**config.mk**
```make
export PLATFORM = sky130hd
export DESIGN_NAME = ehl_ahb_matrix_out_flat
export DESIGN_NICKNAME = d
export VERILOG_FILES = /design/src/rtl/ehl_ahb_matrix_out_pkg.sv /design/src/rtl/ehl_ahb_matrix_out_if.sv /design/src/rtl/ehl_rr_arbiter.sv /design/src/rtl/ehl_ahb_matrix_out.sv /design/src/flat_wrapper.sv
export SDC_FILE = /design/constraint.sdc
export NUM_CORES = 1
export LEC_CHECK = 0
export ABC_AREA = 1
export BUFFER_PORTS_ARGS = -buffer_cell sky130_fd_sc_hd__buf_2
export CAP_MARGIN = 30
export CELL_PAD_IN_SITES_DETAIL_PLACEMENT = 1
export CELL_PAD_IN_SITES_GLOBAL_PLACEMENT = 2
export CORE_MARGIN = 1.5
export CORE_UTILIZATION = 25
export DETAILED_ROUTE_END_ITERATION = 6
export GPL_ROUTABILITY_DRIVEN = 0
export HOLD_SLACK_MARGIN = 0.1
export MAX_ROUTING_LAYER = met4
export PLACE_DENSITY_LB_ADDON = 0.25
export REMOVE_ABC_BUFFERS = 1
export SYNTH_ARGS = -nofsm -noshare
export SYNTH_HDL_FRONTEND = slang
export SYNTH_HIERARCHICAL = 1
export SYNTH_SLANG_ARGS = --single-unit
```
**constraint.sdc**
```tcl
create_clock -name hclk -period 3.85 [get_ports hclk]
set_input_delay 0.77 -clock hclk [delete_from_list [all_inputs] [get_ports hclk]]
set_output_delay 0.77 -clock hclk [all_outputs]
set_load 0.05 [all_outputs]
```
**src/rtl/ehl_ahb_matrix_out_pkg.sv**
```systemverilog
// ehl_ahb_matrix_out_pkg: AHB encodings and the address-phase record shared by the output stage
package ehl_ahb_matrix_out_pkg;
    localparam logic [1:0] HTRANS_IDLE   = 2'd0;
    localparam logic [1:0] HTRANS_BUSY   = 2'd1;
    localparam logic [1:0] HTRANS_NONSEQ = 2'd2;
    localparam logic [1:0] HTRANS_SEQ    = 2'd3;
    localparam logic [1:0] HRESP_OKAY    = 2'd0;
    localparam logic [1:0] HRESP_ERROR   = 2'd1;

    typedef struct packed {
        logic [1:0]  trans;
        logic [31:0] addr;
        logic        write;
        logic [2:0]  size;
        logic [2:0]  burst;
    } ahb_addr_t;

    function automatic logic is_xfer(input logic [1:0] t);
        return t == HTRANS_NONSEQ || t == HTRANS_SEQ;
    endfunction
endpackage

```
**src/rtl/ehl_ahb_matrix_out_if.sv**
```systemverilog
// ehl_ahb_matrix_out_if: master-facing and slave-facing buses of one matrix output stage
interface ehl_ahb_matrix_out_if #(
    parameter int MNUM = 2
);
    logic [MNUM*2-1:0]  im_htrans;
    logic [MNUM*32-1:0] im_haddr;
    logic [MNUM-1:0]    im_hwrite;
    logic [MNUM*3-1:0]  im_hsize;
    logic [MNUM*3-1:0]  im_hburst;
    logic [MNUM*32-1:0] im_hwdata;
    logic [MNUM-1:0]    im_hready;
    logic [MNUM-1:0]    om_hready;
    logic [MNUM*2-1:0]  om_hresp;
    logic [31:0]        om_hrdata;
    logic               os_hsel;
    logic [31:0]        os_haddr;
    logic [1:0]         os_htrans;
    logic               os_hwrite;
    logic [2:0]         os_hsize;
    logic [2:0]         os_hburst;
    logic [31:0]        os_hwdata;
    logic               os_hreadyin;
    logic [31:0]        is_hrdata;
    logic               is_hready;
    logic [1:0]         is_hresp;

    // slave: the output stage itself; master: the input stages and slave around it
    modport slave (
        input  im_htrans, im_haddr, im_hwrite, im_hsize, im_hburst, im_hwdata, im_hready,
        input  is_hrdata, is_hready, is_hresp,
        output om_hready, om_hresp, om_hrdata,
        output os_hsel, os_haddr, os_htrans, os_hwrite, os_hsize, os_hburst, os_hwdata, os_hreadyin
    );
    modport master (
        output im_htrans, im_haddr, im_hwrite, im_hsize, im_hburst, im_hwdata, im_hready,
        output is_hrdata, is_hready, is_hresp,
        input  om_hready, om_hresp, om_hrdata,
        input  os_hsel, os_haddr, os_htrans, os_hwrite, os_hsize, os_hburst, os_hwdata, os_hreadyin
    );
endinterface

```
**src/rtl/ehl_rr_arbiter.sv**
```systemverilog
// ehl_rr_arbiter: one-hot grant over a request vector, round-robin from an internal pointer
// Build option EHL_AHB_MATRIX_OUT_FIXED_PRIO_EN: fixed priority (lowest index wins), no pointer
module ehl_rr_arbiter #(
    parameter int N = 2
) (
    input  logic         hclk,
    input  logic         hresetn,
    input  logic [N-1:0] req,
    input  logic         en,
    output logic [N-1:0] gnt
);
`ifdef EHL_AHB_MATRIX_OUT_FIXED_PRIO_EN
    logic unused;
    assign unused = ^{hclk, hresetn, en};
    assign gnt = req & (~req + 1'b1);
`else
    localparam int PW = N > 1 ? $clog2(N) : 1;
    logic [PW-1:0] ptr;
    logic [N-1:0]  rot;
    int            gi;
    // search begins at the pointer; the first request met after rotation wins
    always_comb begin
        rot = N'({req, req} >> ptr);
        gi = 0;
        for (int k = N - 1; k >= 0; k--) if (rot[k]) gi = int'(ptr) + k;
        if (gi >= N) gi = gi - N;
        gnt = '0;
        for (int k = 0; k < N; k++) gnt[k] = |req && gi == k;
    end
    // pointer moves just past the master granted while arbitration is enabled
    always_ff @(posedge hclk or negedge hresetn)
        if (!hresetn) ptr <= '0;
        else if (en && |req) ptr <= PW'(gi == N - 1 ? 0 : gi + 1);
`endif
endmodule

```
**src/rtl/ehl_ahb_matrix_out.sv**
```systemverilog
// ehl_ahb_matrix_out: slave-side output stage of the AHB matrix, one instance per slave port
// Arbitrates the masters addressing this slave, parks losing requests in holding registers
// and routes the data phase back to its owner.
// Build option EHL_AHB_MATRIX_OUT_FIXED_PRIO_EN: fixed-priority arbitration instead of round-robin.
module ehl_ahb_matrix_out
    import ehl_ahb_matrix_out_pkg::*;
#(
    parameter int MNUM = 2
) (
    input logic                 hclk,
    input logic                 hresetn,
    ehl_ahb_matrix_out_if.slave bus
);
    localparam int AW = MNUM > 1 ? $clog2(MNUM) : 1;

    ahb_addr_t         live [MNUM];
    ahb_addr_t         eff  [MNUM];
    ahb_addr_t         pend [MNUM];
    ahb_addr_t         fwd;
    logic [MNUM-1:0]   pend_v, pres, req, cap, gnt, is_dat, hready;
    logic [2*MNUM-1:0] hresp;
    logic [AW-1:0]     a_own, own, arb_idx, d_own;
    logic              d_v, run, lock, arb_en;
    logic [31:0]       hwdata;

    // per-master view: live bus, presented transfer, request and the fields it would forward
    always_comb begin
        for (int m = 0; m < MNUM; m++) begin
            live[m] = {bus.im_htrans[2*m+:2], bus.im_haddr[32*m+:32], bus.im_hwrite[m],
                       bus.im_hsize[3*m+:3], bus.im_hburst[3*m+:3]};
            is_dat[m] = d_v && d_own == AW'(m);
            pres[m] = run && bus.im_hready[m] && is_xfer(live[m].trans);
            req[m] = pend_v[m] || pres[m];
            eff[m] = pend_v[m] ? pend[m] : (run && (bus.im_hready[m] || is_dat[m])) ? live[m] : '0;
        end
    end

    assign lock   = eff[a_own].trans == HTRANS_SEQ || eff[a_own].trans == HTRANS_BUSY;
    assign arb_en = bus.is_hready && !lock;

    ehl_rr_arbiter #(.N(MNUM)) u_arb (
        .hclk    (hclk),
        .hresetn (hresetn),
        .req     (req),
        .en      (arb_en),
        .gnt     (gnt)
    );

    // address owner, forwarded fields, capture of losers and per-master responses
    always_comb begin
        arb_idx = a_own;
        for (int m = 0; m < MNUM; m++) if (gnt[m]) arb_idx = AW'(m);
        own = bus.is_hready && !lock && |req ? arb_idx : a_own;
        fwd = eff[own].trans == HTRANS_IDLE ? '0 : eff[own];
        hwdata = '0;
        for (int m = 0; m < MNUM; m++) begin
            cap[m] = pres[m] && !pend_v[m] && !(bus.is_hready && own == AW'(m));
            hready[m] = is_dat[m] ? bus.is_hready : !(pend_v[m] || cap[m]);
            hresp[2*m+:2] = is_dat[m] ? bus.is_hresp : HRESP_OKAY;
            if (is_dat[m]) hwdata = bus.im_hwdata[32*m+:32];
        end
    end

    assign bus.os_htrans   = fwd.trans;
    assign bus.os_hsel     = fwd.trans != HTRANS_IDLE;
    assign bus.os_haddr    = fwd.addr;
    assign bus.os_hwrite   = fwd.write;
    assign bus.os_hsize    = fwd.size;
    assign bus.os_hburst   = fwd.burst;
    assign bus.os_hwdata   = hwdata;
    assign bus.os_hreadyin = bus.is_hready;
    assign bus.om_hready   = hready;
    assign bus.om_hresp    = hresp;
    assign bus.om_hrdata   = bus.is_hrdata;

    // run gates the master inputs so reset forces idle outputs at once; owners advance on hready
    always_ff @(posedge hclk or negedge hresetn)
        if (!hresetn) begin
            run   <= 1'b0;
            a_own <= '0;
            d_v   <= 1'b0;
            d_own <= '0;
        end else begin
            run   <= 1'b1;
            a_own <= own;
            if (bus.is_hready) begin
                d_v   <= is_xfer(fwd.trans);
                d_own <= own;
            end
        end

    // holding registers: load a transfer that was not forwarded, drop it once forwarded
    always_ff @(posedge hclk or negedge hresetn)
        if (!hresetn) begin
            pend_v <= '0;
            for (int m = 0; m < MNUM; m++) pend[m] <= '0;
        end else begin
            for (int m = 0; m < MNUM; m++)
                if (cap[m]) begin
                    pend_v[m] <= 1'b1;
                    pend[m]   <= live[m];
                end else if (pend_v[m] && bus.is_hready && own == AW'(m)) pend_v[m] <= 1'b0;
        end
endmodule

```
**src/flat_wrapper.sv**
```systemverilog
// flat-port wrapper written by rule: the top's interface ports become plain ports
module ehl_ahb_matrix_out_flat import ehl_ahb_matrix_out_pkg::*;
#(
    parameter int MNUM = 2
)
  (hclk, hresetn, bus_im_htrans, bus_im_haddr, bus_im_hwrite, bus_im_hsize, bus_im_hburst, bus_im_hwdata, bus_im_hready, bus_is_hrdata, bus_is_hready, bus_is_hresp, bus_om_hready, bus_om_hresp, bus_om_hrdata, bus_os_hsel, bus_os_haddr, bus_os_htrans, bus_os_hwrite, bus_os_hsize, bus_os_hburst, bus_os_hwdata, bus_os_hreadyin);
  ehl_ahb_matrix_out_if #(.MNUM(MNUM)) bus_i ();
  input logic hclk;
  input logic hresetn;
  input wire logic [$bits(bus_i.im_htrans)-1:0] bus_im_htrans;
  input wire logic [$bits(bus_i.im_haddr)-1:0] bus_im_haddr;
  input wire logic [$bits(bus_i.im_hwrite)-1:0] bus_im_hwrite;
  input wire logic [$bits(bus_i.im_hsize)-1:0] bus_im_hsize;
  input wire logic [$bits(bus_i.im_hburst)-1:0] bus_im_hburst;
  input wire logic [$bits(bus_i.im_hwdata)-1:0] bus_im_hwdata;
  input wire logic [$bits(bus_i.im_hready)-1:0] bus_im_hready;
  input wire logic [$bits(bus_i.is_hrdata)-1:0] bus_is_hrdata;
  input wire logic [$bits(bus_i.is_hready)-1:0] bus_is_hready;
  input wire logic [$bits(bus_i.is_hresp)-1:0] bus_is_hresp;
  output wire logic [$bits(bus_i.om_hready)-1:0] bus_om_hready;
  output wire logic [$bits(bus_i.om_hresp)-1:0] bus_om_hresp;
  output wire logic [$bits(bus_i.om_hrdata)-1:0] bus_om_hrdata;
  output wire logic [$bits(bus_i.os_hsel)-1:0] bus_os_hsel;
  output wire logic [$bits(bus_i.os_haddr)-1:0] bus_os_haddr;
  output wire logic [$bits(bus_i.os_htrans)-1:0] bus_os_htrans;
  output wire logic [$bits(bus_i.os_hwrite)-1:0] bus_os_hwrite;
  output wire logic [$bits(bus_i.os_hsize)-1:0] bus_os_hsize;
  output wire logic [$bits(bus_i.os_hburst)-1:0] bus_os_hburst;
  output wire logic [$bits(bus_i.os_hwdata)-1:0] bus_os_hwdata;
  output wire logic [$bits(bus_i.os_hreadyin)-1:0] bus_os_hreadyin;
  assign bus_i.im_htrans = bus_im_htrans;
  assign bus_i.im_haddr = bus_im_haddr;
  assign bus_i.im_hwrite = bus_im_hwrite;
  assign bus_i.im_hsize = bus_im_hsize;
  assign bus_i.im_hburst = bus_im_hburst;
  assign bus_i.im_hwdata = bus_im_hwdata;
  assign bus_i.im_hready = bus_im_hready;
  assign bus_i.is_hrdata = bus_is_hrdata;
  assign bus_i.is_hready = bus_is_hready;
  assign bus_i.is_hresp = bus_is_hresp;
  assign bus_om_hready = bus_i.om_hready;
  assign bus_om_hresp = bus_i.om_hresp;
  assign bus_om_hrdata = bus_i.om_hrdata;
  assign bus_os_hsel = bus_i.os_hsel;
  assign bus_os_haddr = bus_i.os_haddr;
  assign bus_os_htrans = bus_i.os_htrans;
  assign bus_os_hwrite = bus_i.os_hwrite;
  assign bus_os_hsize = bus_i.os_hsize;
  assign bus_os_hburst = bus_i.os_hburst;
  assign bus_os_hwdata = bus_i.os_hwdata;
  assign bus_os_hreadyin = bus_i.os_hreadyin;
  ehl_ahb_matrix_out #(.MNUM(MNUM)) u_core (.hclk(hclk), .hresetn(hresetn), .bus(bus_i));
endmodule
```
# Word level (Yosys, flattened, before mapping)
# Cells that the tools add are included.
[totals]
ff_bits = 89
[classes]
n_reduce_logical = 45
eq_ne = 9
n_shift = 1
n_bitwise = 4
muxes = 28
magnitude_cmp = 3
add_sub_neg = 3
[ops]
columns = ["op", "count"]
rows = [
  ["41-bit 2-to-1 mux", 11],
  ["32-bit 2-to-1 mux", 3],
  ["32-bit by 2-bit equality test with 1-bit output (second input constant)", 1],
  ["32-bit by 3-bit >= comparator with 1-bit output (second input constant)", 1],
  ["32-bit logical NOT", 1],
  ["32-bit by 3-bit subtractor with 32-bit output (second input constant)", 1],
  ["1-bit logical AND", 22],
  ["2-bit equality test (second input constant)", 7],
  ["1-bit logical OR", 10],
  ["1-bit 2-to-1 mux", 10],
  ["2-bit 2-to-1 mux", 4],
  ["1-bit logical NOT", 7],
  ["2-bit nonzero test", 3],
  ["2-bit >= comparator (second input constant)", 2],
  ["1-bit NOT with 2-bit output", 2],
  ["4-bit by 1-bit >> shifter with 2-bit output", 1],
  ["1-bit by 1-bit adder with 2-bit output (second input constant)", 1],
  ["2-bit by 1-bit equality test with 1-bit output (second input constant)", 1],
  ["2-bit logical NOT", 1],
  ["1-bit NOT", 2],
  ["2-bit OR reduction", 1],
  ["1-bit adder (second input constant)", 1],
]

# Longest topological paths before layout
# Gate-level depths: netlist of the first run.
[logic_depth]
ltp_word = 23
ltp_mapped = 14
mapped_depth_nobuf = 13

# Modules after synthesis
# Netlist of the first run, hierarchy kept.
[modules_own_cells]
columns = ["module", "area_per_inst_um2", "n_inst", "cells_per_inst"]
rows = [
  ["ehl_ahb_matrix_out", 6476.2, 1, 1023],
  ["ehl_rr_arbiter", 60.1, 1, 8],
]

# Least setup slack after synthesis of the first run
# No wires, ideal clock.
[synth_path]
path_kind = "input port to output port"
from = "input bus_im_htrans[1]"
to = "output bus_os_haddr[13]"
required_time_ns = 3.080
slack_ns = 0.374
path_stages = 12
n_path_buf = 1
arrival_time_ns = 2.706
cell_sequence = "nand3_1 nand2_1 a21boi_0 nor2_1 nor2_1 inv_1 nand4_1 nand2_2 nand2_1 nand2_2 buf_6 a21oi_1"
[synth_between]
elab_chain_cells = 20
word_cells_on_any_way = 36
cone_classes = "1 x add/sub; 1 x order compare; 5 x eq/ne; 1 x shift; 15 x mux; 1 x bitwise; 12 x reduce/logical"
[synth_lines]
columns = ["item", "line", "source"]
rows = [
  ["start: declaration", "flat_wrapper.sv:10", "input wire logic [$bits(bus_i.im_htrans)-1:0] bus_im_htrans;"],
  ["2-bit equality test", "ehl_ahb_matrix_out_pkg.sv:19", "return t == HTRANS_NONSEQ || t == HTRANS_SEQ;"],
  ["1-bit logical OR (*)", "ehl_ahb_matrix_out_pkg.sv:19", ""],
  ["1-bit logical AND (*)", "ehl_ahb_matrix_out.sv:32", "pres[m] = run && bus.im_hready[m] && is_xfer(live[m].trans);"],
  ["1-bit logical OR (*)", "ehl_ahb_matrix_out.sv:33", "req[m] = pend_v[m] || pres[m];"],
  ["net u_core.req[0]", "ehl_ahb_matrix_out.sv:20", "logic [MNUM-1:0] pend_v, pres, req, cap, gnt, is_dat, hready;"],
  ["4-bit by 1-bit >> shifter with 2-bit output", "ehl_rr_arbiter.sv:23", "rot = N'({req, req} >> ptr);"],
  ["2-bit 2-to-1 mux (2 in series)", "ehl_rr_arbiter.sv:25", "for (int k = N - 1; k >= 0; k--) if (rot[k]) gi = int'(ptr) + k;"],
  ["32-bit by 3-bit subtractor with 32-bit output or 32-bit by 3-bit >= comparator with 1-bit output (tied branches)", "ehl_rr_arbiter.sv:26", "if (gi >= N) gi = gi - N;"],
  ["[2 not listed]", "--", ""],
  ["1-bit logical AND (*)", "ehl_rr_arbiter.sv:28", "for (int k = 0; k < N; k++) gnt[k] = |req && gi == k;"],
  ["net u_core.gnt[0]", "ehl_ahb_matrix_out.sv:20", ""],
  ["1-bit 2-to-1 mux (*) (2 in series)", "ehl_ahb_matrix_out.sv:52", "for (int m = 0; m < MNUM; m++) if (gnt[m]) arb_idx = AW'(m);"],
  ["1-bit 2-to-1 mux (*)", "ehl_ahb_matrix_out.sv:53", "own = bus.is_hready && !lock && |req ? arb_idx : a_own;"],
  ["1-bit NOT with 2-bit output (implied by the code) (*)", "ehl_ahb_matrix_out.sv:54", "fwd = eff[own].trans == HTRANS_IDLE ? '0 : eff[own];"],
  ["41-bit 2-to-1 mux (implied by the code) (*) (3 in series)", "ehl_ahb_matrix_out.sv:54", ""],
  ["2-bit logical NOT", "ehl_ahb_matrix_out.sv:54", ""],
  ["41-bit 2-to-1 mux (*)", "ehl_ahb_matrix_out.sv:54", ""],
  ["end: declaration", "flat_wrapper.sv:24", "output wire logic [$bits(bus_i.os_haddr)-1:0] bus_os_haddr;"],
]
# The timed path passes the listed nets; every way through them passes the cells marked *. The select of a mux whose other input is x is not followed.

# Worst setup path after layout of the first run
[layout_path]
from = "input bus_im_hready[0]"
to = "output bus_os_haddr[29]"
[layout_between]
elab_chain_cells = 19
word_cells_on_any_way = 36
cone_classes = "1 x add/sub; 1 x order compare; 3 x eq/ne; 1 x shift; 15 x mux; 1 x bitwise; 14 x reduce/logical"
[layout_lines]
columns = ["item", "line", "source"]
rows = [
  ["start: declaration", "flat_wrapper.sv:16", "input wire logic [$bits(bus_i.im_hready)-1:0] bus_im_hready;"],
  ["1-bit logical AND (*) (2 in series)", "ehl_ahb_matrix_out.sv:32", ""],
  ["1-bit logical OR (*)", "ehl_ahb_matrix_out.sv:33", ""],
  ["net u_core.req[0]", "ehl_ahb_matrix_out.sv:20", ""],
  ["4-bit by 1-bit >> shifter with 2-bit output", "ehl_rr_arbiter.sv:23", ""],
  ["2-bit 2-to-1 mux (2 in series)", "ehl_rr_arbiter.sv:25", ""],
  ["32-bit by 3-bit subtractor with 32-bit output or 32-bit by 3-bit >= comparator with 1-bit output (tied branches)", "ehl_rr_arbiter.sv:26", ""],
  ["32-bit 2-to-1 mux", "ehl_rr_arbiter.sv:26", ""],
  ["32-bit logical NOT", "ehl_rr_arbiter.sv:28", ""],
  ["1-bit logical AND (*)", "ehl_rr_arbiter.sv:28", ""],
  ["net u_core.gnt[0]", "ehl_ahb_matrix_out.sv:20", ""],
  ["1-bit 2-to-1 mux (*) (2 in series)", "ehl_ahb_matrix_out.sv:52", ""],
  ["1-bit 2-to-1 mux (*)", "ehl_ahb_matrix_out.sv:53", ""],
  ["1-bit NOT with 2-bit output (implied by the code) (*)", "ehl_ahb_matrix_out.sv:54", ""],
  ["41-bit 2-to-1 mux (implied by the code) (*) (3 in series)", "ehl_ahb_matrix_out.sv:54", ""],
  ["2-bit logical NOT", "ehl_ahb_matrix_out.sv:54", ""],
  ["41-bit 2-to-1 mux (*)", "ehl_ahb_matrix_out.sv:54", ""],
]
# Marks and branches as above.

==> flow_summary.toml, run 1 <==
[run_status]
status = "completed"

[logic_synthesis]
synth_top_area_cell = "dfrtp_1"
synth_xor_area_share_pct = 0
async_flop_share_pct = 100.0
yosys.area_share.simple_pct = 41.18
synth_compound_area_share_pct = 9.208
synth_ff_type = "dfrtp_1"
synthCells = 1031
yosysTopAreaCellShare_pct = 34.07
yosysMostFrequentCell = "nand2_1"
yosys_warnings = 6
synth_area_leaders = "dfrtp_1 (34%), nand2_1 (26%), nand3_1 (13%), inv_1 (5.6%), buf_4 (4.6%)"
synth-seq-cells = 89
yosys-top-cells-count = "nand2_1 (461), nand3_1 (165), inv_1 (97)"
synth_top_family_by_area = "simple AND/OR/NAND/NOR gates"
syn_area_um2 = 6536
synth.avg_cell_area_um2 = 6.340
synth_edf_count = 0
yosysSeqAreaShare_pct = 34.07
synth_adder_area_share_pct = 0
synth_mux_area_share_pct = 0
yosys.cell_types.count = 27

[placed_design]
dp_hpwl_um = 19940
placedCellCount = 1513
port_buffers = 233

[cts]
clockRootBuffer = "clkbuf_16"
clk_latency_ns = 0.35
h-tree-depth = 3
cts_tree = "built"
cts_sinks = 89
cts_setup_buffers = 0
cts.clk_slew.worst_paths_ns = 0.07
postCtsHoldBufs = 0
cts_buffers = 9
clockBufferDepth = 2

[sta]
finClkSkew_ns = 0.007293
period_share_pct = 91.75
slew_violations = 0
setup_viol = 0
period_needed_ns = 3.532
hold_viol = 0
tightest_slew_ns = 0.7320
slew_headroom_pct = 50.90
rsz0062_at_grt = "false"
worst_hold_slack_ns = 0.4510
fmax_mhz = 283.1

[finish]
instances_no_fill = 1529
drive_gt1_share_pct = 25.27
multiInputGateArea_um2 = 3316
nFillCells = 3342
antennaDiodeCount = 0
syn_to_final_growth_pct = 22.86
regArea_um2 = 2227
nNetsFinal = 1379

[routing]
routed_wl_um = 27360
drt_pass1_iterations = 4
drc = 0
routed_via_density = 4.600
antenna_left = 0
num_vias = 7033
first_iter_violations = 458
wl_per_cell_um = 17.89

[floorplan]
die_x_um = 164.7
die-area_um2 = 27120
initial_core_util_pct = 25.73
core_region_area_um2 = 25400
rows = 58
pin_count = 298
die_h_um = 164.7

[grt]
grt_pass1_vias = 7176
grt_pass1_wl_um = 42360
antenna_found_initial = 0
grt_usage_pct = 21.15
grt_overflow = 0
grt_max_degree = 49

[pwr]
cellPowerDensity_nw_per_um2 = 1103
peakVddDrop_mv = 0.5670
p_leak_nw = 4.699

[critical_path]
critPathCaptureType = "primary output"
worstPathRequired_ns = 3.08
critical_path.slowest_cell = "buf_2"
critPathMaxFanout = 14
critPathKind = "input port to primary output"
cp_slowest_stage_delay_ns = 0.29
start_kind = "input port"
rr_startpoint = "u_core/pend_v[1]$_DFFE_PN0P_"
cp_cell_sequence = "buf_2, nand3_1, nand2_1, a21boi_0, nor2_1, nor2_1, inv_1, nand4_1, nand2_2, nand2_1, nand2_2, buf_4, a21oi_1, buf_2"
crit_start = "bus_im_hready[0]"
cp.arrival_ns = 2.76

[flow_run]
drv_cap = 0

[hold_path]
hp-class = "input port to asynchronous set/reset pin"
where the power goes:
group | internal, mW | switching [mW] | leakage (nW)
Clock | 0.457 | 0.414 | 0.135
Combinational | 1.54 | 4.83 | 3.46
Sequential | 1.36 | 0.251 | 1.10
Total | 3.36 | 5.50 | 4.70
cell usage in the layout (no fill, tap or decap), drive strengths merged:
cell,count
and2,1
o31ai,1
nand2,470
a21oi,42
nand3b,1
clkinvlp,2
o21ai,6
nor2,12
clkinv,4
a21boi,3
clkbuf,11
buf,256
conb,1
dfrtp,89
nand4,2
nand3,165
inv,101
a22o,32
metrics by stage:
step | setup WS, ns | instance area [um2] | total power, mW | utilization (%) | TNS [ns]
floorplan | -0.8998 | 5903 | 6.079 | - | -33.62
global placement | 0.2423 | 7722 | 8.021 | 30.40 | 0
detailed placement | 0.2166 | 7742 | 8.066 | 30.48 | 0
CTS | 0.2004 | 8024 | 8.960 | 31.59 | 0
global route | 0.002484 | 8030 | 9.541 | 31.62 | 0
finish | 0.3177 | 8030 | 8.857 | 31.62 | 0
repair_timing:
item | CTS | global route
endpoints found under the setup margin | 0 | 1
hold endpoints to repair | 0 | 0
resized for setup | 0 | 2
cell type report:
cell class                      count  area share, %
Clock buffer                       10          2.976
Clock inverter                      6         0.5298
Inverter                          101          4.721
Multi-Input combinational cell    736          41.29
Sequential cell                    89          27.73
Tap cell                          330          5.142
Timing Repair Buffer              257          17.61
routing by layer:
layer | track usage [%] | share of wire [%]
met4 | 3.522 | 0.80
met3 | 4.495 | 5.2
met1 | 28.94 | 48
met5 | - | 0
met2 | 32.47 | 46
sequential cells by signal (all words and copies together), names as in the netlist:
| name | flops |
|---|---|
| u_core/d_v | 1 |
| u_core/a_own | 1 |
| u_core/d_own | 1 |
| u_core/pend_v | 2 |
| u_core/u_arb/ptr | 1 |
| u_core/run | 1 |
| u_core/pend | 82 |
cells by family after synthesis:
logic type	count (synthesis)
buf+inv	206
compound gates	84
other cells	1
simple gates	651
flops	89
path summary, 6_finish.rpt:
path,to,slack [ns],cells past startpoint
worst min register to register,u_core/pend[81]$_DFFE_PN0P_,0.47,2
worst min-delay path,u_core/pend[43]$_DFFE_PN0P_,0.45,1
worst max-delay path,bus_os_haddr[29],0.32,14
max in group asynchronous,u_core/pend[9]$_DFFE_PN0P_,2.66,2
worst max register to register,u_core/pend[1]$_DFFE_PN0P_,1.23,12
min in group hclk,u_core/pend[81]$_DFFE_PN0P_,0.47,2
worst max-delay path, delay by kind of cell:
family	cells	cell delay (ns)
buf+inv	4	0.66
compound gates	2	0.35
simple gates	8	0.97
(Power assumes the default switching activity.)
==> inputs of run 2 (changes only) <==
--- a/config.mk
+++ b/config.mk
@@ -10,8 +10,9 @@
 export CAP_MARGIN = 30
 export CELL_PAD_IN_SITES_DETAIL_PLACEMENT = 1
 export CELL_PAD_IN_SITES_GLOBAL_PLACEMENT = 2
+export CORE_ASPECT_RATIO = 1.1
 export CORE_MARGIN = 1.5
-export CORE_UTILIZATION = 25
+export CORE_UTILIZATION = 21
 export DETAILED_ROUTE_END_ITERATION = 6
 export GPL_ROUTABILITY_DRIVEN = 0
 export HOLD_SLACK_MARGIN = 0.1
==> constraint.sdc (replaced) <==
create_clock -name hclk -period 3.2 [get_ports hclk]
set_input_delay 0.64 -clock hclk [delete_from_list [all_inputs] [get_ports hclk]]
set_output_delay 0.64 -clock hclk [all_outputs]
set_load 0.05 [all_outputs]
==> flow_summary.toml, run 2 (synthesized netlist as in run 1, its figures left out) <==
[cts]
cts.clk_slew.worst_paths_ns = 0.07
clockRootBuffer = "clkbuf_16"
h-tree-depth = 3
postCtsHoldBufs = 0
clockBufferDepth = 2
cts_tree = "built"
cts_sinks = 89
clk_latency_ns = 0.35
cts_buffers = 9

[placed_design]
placed_area_um2 = 7993
port_buffers = 233
placedCellCount = 1612
dp_hpwl_um = 21020

[sta]
worst_hold_slack_ns = 0.3144
fmax_mhz = 327.1
slew_headroom_pct = 57.29
setup_viol = 0
tightest_slew_ns = 0.6406
rsz0062_at_grt = "true"
finClkSkew_ns = 0.008726
period_needed_ns = 3.058
slew_violations = 0
period_share_pct = 95.55
hold_viol = 0

[pwr]
internal_power_mw = 4.851
clkPwrFrac_pct = 10.8
switching_share_pct = 58.71
p_leak_nw = 4.875
p_sw_mw = 6.899
peakVddDrop_mv = 0.6214
finalPower_mw = 11.75
p_comb_share_pct = 72.8
p_seq_share_pct = 16.4
cellPowerDensity_nw_per_um2 = 1365

[floorplan]
die_x_um = 171.2
core_region_area_um2 = 30510
pin_count = 298
die-area_um2 = 32190
initial_core_util_pct = 21.42
rows = 67
die_h_um = 188.0

[grt]
grt_pass1_vias = 7324
grt_usage_pct = 18.66
antenna_found_initial = 1
grt_max_degree = 48
grt_pass1_wl_um = 44500
grt_overflow = 0

[routing]
num_vias = 7004
routed_via_density = 4.294
antenna_left = 0
topRoutingLayerUsed = "met4"
first_iter_violations = 346
drc = 0
wl_met3_um = 1130
drt_pass1_iterations = 4
wirelength_met1_um = 13830
routed_wl_um = 28960
wl_per_cell_um = 17.76
met2_length_um = 13530

[critical_path]
cp_cell_sequence = "nand3_2, nand2_2, buf_4, a21boi_1, nor2_1, inv_1, nand4_1, nand3_1, nand2_4, buf_4, nand2_1, buf_2"
cp_slowest_stage_delay_ns = 0.45
cp_common_cell = "buf_4"
path_delay_family = "simple AND/OR/NAND/NOR gates"
critPathKind = "flop to primary output"
critical_path.slowest_cell = "dfrtp_2"
critPathMaxFanout = 5
critPathCaptureType = "primary output"
worstPathRequired_ns = 2.56
critPathBufInv = 4
cp.arrival_ns = 2.42
start_kind = "flop"

[finish]
regArea_um2 = 2228
syn_to_final_growth_pct = 31.72
most-common-layout-cells = "nand2_1 (456), buf_2 (191), nand3_1 (162), inv_1 (97), dfrtp_1 (88)"
largest_reg_flops = 82
nFillCells = 3928
final_common_cell = "nand2_1"
multiInputGateArea_um2 = 3442
max_flop_register = "u_core/pend"
instances_no_fill = 1631
drive_gt1_share_pct = 27.47
reg.largest.list = "u_core/pend (82), u_core/pend_v (2)"
nNetsFinal = 1396
final_area_um2 = 8610

[hold_path]
hp-class = "input port to asynchronous set/reset pin"

[flow_run]
drv_cap = 0

[run_status]
status = "completed"
[run 2: layer usage]
layer | track usage, % | vias to the layer above
met2 | 28.96 | 147
met5 | - | -
met3 | 2.828 | 21
met1 | 25.05 | 3287
met4 | 5.229 | 0
li1 | - | 3549
[run 2: path summary, 6_finish.rpt]
kind	depth (start not counted)	startpoint	endpoint	slack, ns
setup / recovery	12	u_core/run$_DFF_PN0_	bus_os_hsel	0.14
hold / removal	1	hresetn	u_core/pend[80]$_DFFE_PN0P_	0.31
min in group hclk	2	u_core/pend[40]$_DFFE_PN0P_	u_core/pend[40]$_DFFE_PN0P_	0.47
max in group asynchronous	2	hresetn	u_core/run$_DFF_PN0_	2.15
hold reg to reg	2	u_core/pend[40]$_DFFE_PN0P_	u_core/pend[40]$_DFFE_PN0P_	0.47
setup reg to reg	14	u_core/run$_DFF_PN0_	u_core/pend[39]$_DFFE_PN0P_	0.76
[run 2: area by class of cell]
cell class | instances | share of cell area, %
antenna | 1 | 0.02907
clock buffer | 11 | 2.819
clock inverter | 5 | 1.192
inverter | 101 | 4.432
multi-input combinational | 736 | 39.98
sequential | 89 | 25.88
tap | 414 | 6.017
timing repair buffer | 274 | 19.65
[run 2: timing repair]
action / in CTS / in global routing
endpoints found under the setup margin: 44 / 44
pin swaps: 0 / 3
setup buffers: 2 / 0
cloned: 0 / 0
gates resized for setup: 54 / 24
[run 2: power by group through the flow]
stage | Clock [mW] | Combinational, mW | Sequential [mW]
floorplan | 0 | 5.36 | 1.95
global placement | 0 | 8.01 | 1.92
detailed placement | 0 | 8.02 | 1.94
CTS | 1.32 | 8.53 | 1.92
global route | 1.36 | 9.23 | 2.00
finish | 1.27 | 8.55 | 1.93
[run 2: per-stage QoR]
step	setup TNS (ns)	setup slack [ns]	util, %
3_3_place_gp	-0.3592	-0.1172	26.19
5_1_grt	-0.06684	-0.01331	28.21
4_1_cts	0	0.001753	27.92
3_5_place_dp	-0.3036	-0.09522	26.19
2_1_floorplan	-96.85	-1.420	-
6_report	0	0.1425	28.21
==> inputs of run 3 (changes only) <==
--- a/config.mk
+++ b/config.mk
@@ -17,7 +17,7 @@
 export GPL_ROUTABILITY_DRIVEN = 0
 export HOLD_SLACK_MARGIN = 0.1
 export MAX_ROUTING_LAYER = met4
-export PLACE_DENSITY_LB_ADDON = 0.25
+export PLACE_DENSITY_LB_ADDON = 0.1
 export REMOVE_ABC_BUFFERS = 1
 export SYNTH_ARGS = -nofsm -noshare
 export SYNTH_HDL_FRONTEND = slang
==> flow_summary.toml, run 3 (synthesized netlist as in run 1, its figures left out) <==
[sta]
finClkSkew_ns = 0.009629
fmax_mhz = 319.4
period_needed_ns = 3.131
slew_violations = 0
tightest_slew_ns = 0.5408
rsz0062_at_grt = "true"
period_share_pct = 97.85
hold_viol = 0
slew_headroom_pct = 63.94
worst_hold_slack_ns = 0.2434
setup_viol = 0
worst_slack_ns = 0.06883

[floorplan]
core_region_area_um2 = 30510
initial_core_util_pct = 21.42
die_h_um = 188.0
die_x_um = 171.2
die-area_um2 = 32190
rows = 67
pin_count = 298

[routing]
routed_wl_um = 29510
routed_via_density = 4.329
num_vias = 7078
drt_pass1_iterations = 4
first_iter_violations = 344
drc = 0
wl_per_cell_um = 18.05
antenna_left = 0

[finish]
max_flop_register = "u_core/pend"
reg.largest.list = "u_core/pend (82), u_core/pend_v (2)"
drive_gt1_share_pct = 27.79
nFillCells = 3942
most-common-layout-cells = "nand2_1 (455), buf_2 (192), nand3_1 (163), inv_1 (97), dfrtp_1 (88)"
nNetsFinal = 1400
final_common_cell = "nand2_1"
largest_reg_flops = 82
syn_to_final_growth_pct = 33.06

[critical_path]
cp_common_cell = "nand2_2"
critPathKind = "flop to primary output"
critPathMaxFanout = 17
start_kind = "flop"
worstPathRequired_ns = 2.56
r2r_slack_ns = 0.73
cp_cell_sequence = "inv_1, nand2_2, nand2_1, nand3b_1, nand2_2, nand2_1, nand4_1, nand2_2, nand2_4, nand2_8, buf_12, a21oi_1, buf_4"
critPathCaptureType = "primary output"
cp.arrival_ns = 2.49
critical_path.slowest_cell = "dfrtp_1"
cp_slowest_stage_delay_ns = 0.41

[placed_design]
pre_cts_slack_ns = -0.1788
dp_hpwl_um = 21080
port_buffers = 233

[grt]
grt_pass1_wl_um = 44680
antenna_found_initial = 1
grt_usage_pct = 18.81
grt_overflow = 0
grt_max_degree = 43
grt_pass1_vias = 7358

[cts]
h-tree-depth = 3
cts_tree = "built"
cts.clk_slew.worst_paths_ns = 0.07
postCtsHoldBufs = 0
cts_buffers = 9
clockBufferDepth = 2
clk_latency_ns = 0.35
cts_sinks = 89
clockRootBuffer = "clkbuf_16"

[pwr]
switching_share_pct = 58.56
p_seq_share_pct = 16.2
cellPowerDensity_nw_per_um2 = 1368
p_sw_mw = 6.968
clkPwrFrac_pct = 9.6
internal_power_mw = 4.932
p_leak_nw = 4.907
peakVddDrop_mv = 0.4938
p_comb_share_pct = 74.2

[flow_run]
drv_cap = 0

[hold_path]
hp-class = "input port to asynchronous set/reset pin"

[run_status]
status = "completed"
[run 3: changes by cell type in the layout (fill, tap and decap cells not counted), sizes merged]
cell,previous run,this run
buf,273,276
bufinv,3,1
clkbuf,12,14
clkinv,2,3
[run 3: power groups by stage]
stage | combinational (mW) | sequential, mW | clock, mW
after floorplan | 5.36 | 1.95 | 0
after global placement | 8.26 | 1.92 | 0
after detailed placement | 8.29 | 1.93 | 0
after CTS | 8.64 | 1.92 | 1.18
after global routing | 9.51 | 2.00 | 1.22
final | 8.83 | 1.93 | 1.14
[run 3: path summary, 6_finish.rpt]
path / cells past startpoint / start / endpoint
worst max register to register: 14 / u_core/run$_DFF_PN0_ / u_core/pend[19]$_DFFE_PN0P_
worst min-delay path: 1 / hresetn / u_core/pend[57]$_DFFE_PN0P_
max in group asynchronous: 2 / hresetn / u_core/run$_DFF_PN0_
worst max-delay path: 13 / u_core/d_own$_DFFE_PN0P_ / bus_os_haddr[23]
worst min register to register: 2 / u_core/pend[40]$_DFFE_PN0P_ / u_core/pend[40]$_DFFE_PN0P_
min in group hclk: 2 / u_core/pend[40]$_DFFE_PN0P_ / u_core/pend[40]$_DFFE_PN0P_
[run 3: final cells by class]
| type | count | area (um2) | area share, % |
|---|---|---|---|
| tap | 414 | 518.0 | 5.956 |
| multi-input combinational | 736 | 3432 | 39.46 |
| timing repair buffer | 278 | 1827 | 21.00 |
| sequential | 89 | 2228 | 25.62 |
| inverter | 101 | 381.6 | 4.388 |
| clock buffer | 12 | 256.5 | 2.949 |
| clock inverter | 4 | 51.30 | 0.5898 |
| antenna | 1 | 2.502 | 0.02877 |
[run 3: metal layers]
layer,routed length [um],GRT usage (%),up-vias
li1,-,-,3557
met5,0,-,-
met1,14270,25.86,3329
met4,401,4.656,0
met2,13420,28.10,171
met3,1427,3.715,21
[run 3: per-stage QoR]
step | util [%] | power, mW | cells | setup TNS, ns | cell area [um2]
6_report | 28.50 | 11.90 | 1635 | 0 | 8697
2_1_floorplan | - | 7.314 | 926 | -96.85 | 5903
3_5_place_dp | 26.48 | 10.22 | 1613 | -4.764 | 8080
5_1_grt | 28.50 | 12.72 | 1635 | -0.9630 | 8697
4_1_cts | 27.90 | 11.75 | 1629 | -0.02902 | 8513
3_3_place_gp | 26.41 | 10.18 | 1612 | -4.283 | 8060
[run 3: worst max-delay path: cells and delay by family, from the launching register on]
kind,cells,cell delay [ns]
buffers and inverters,3,0.50
flip-flops,1,0.41
AND/OR/NAND/NOR,9,1.09
AO/OA/AOI/OAI,1,0.14
[run 3: timing repair]
item | 4_1_cts | 5_1_grt
endpoints found under the setup margin | 43 | 43
resized for setup | 45 | 35
buffers inserted | 0 | 5
pin swaps | 0 | 5
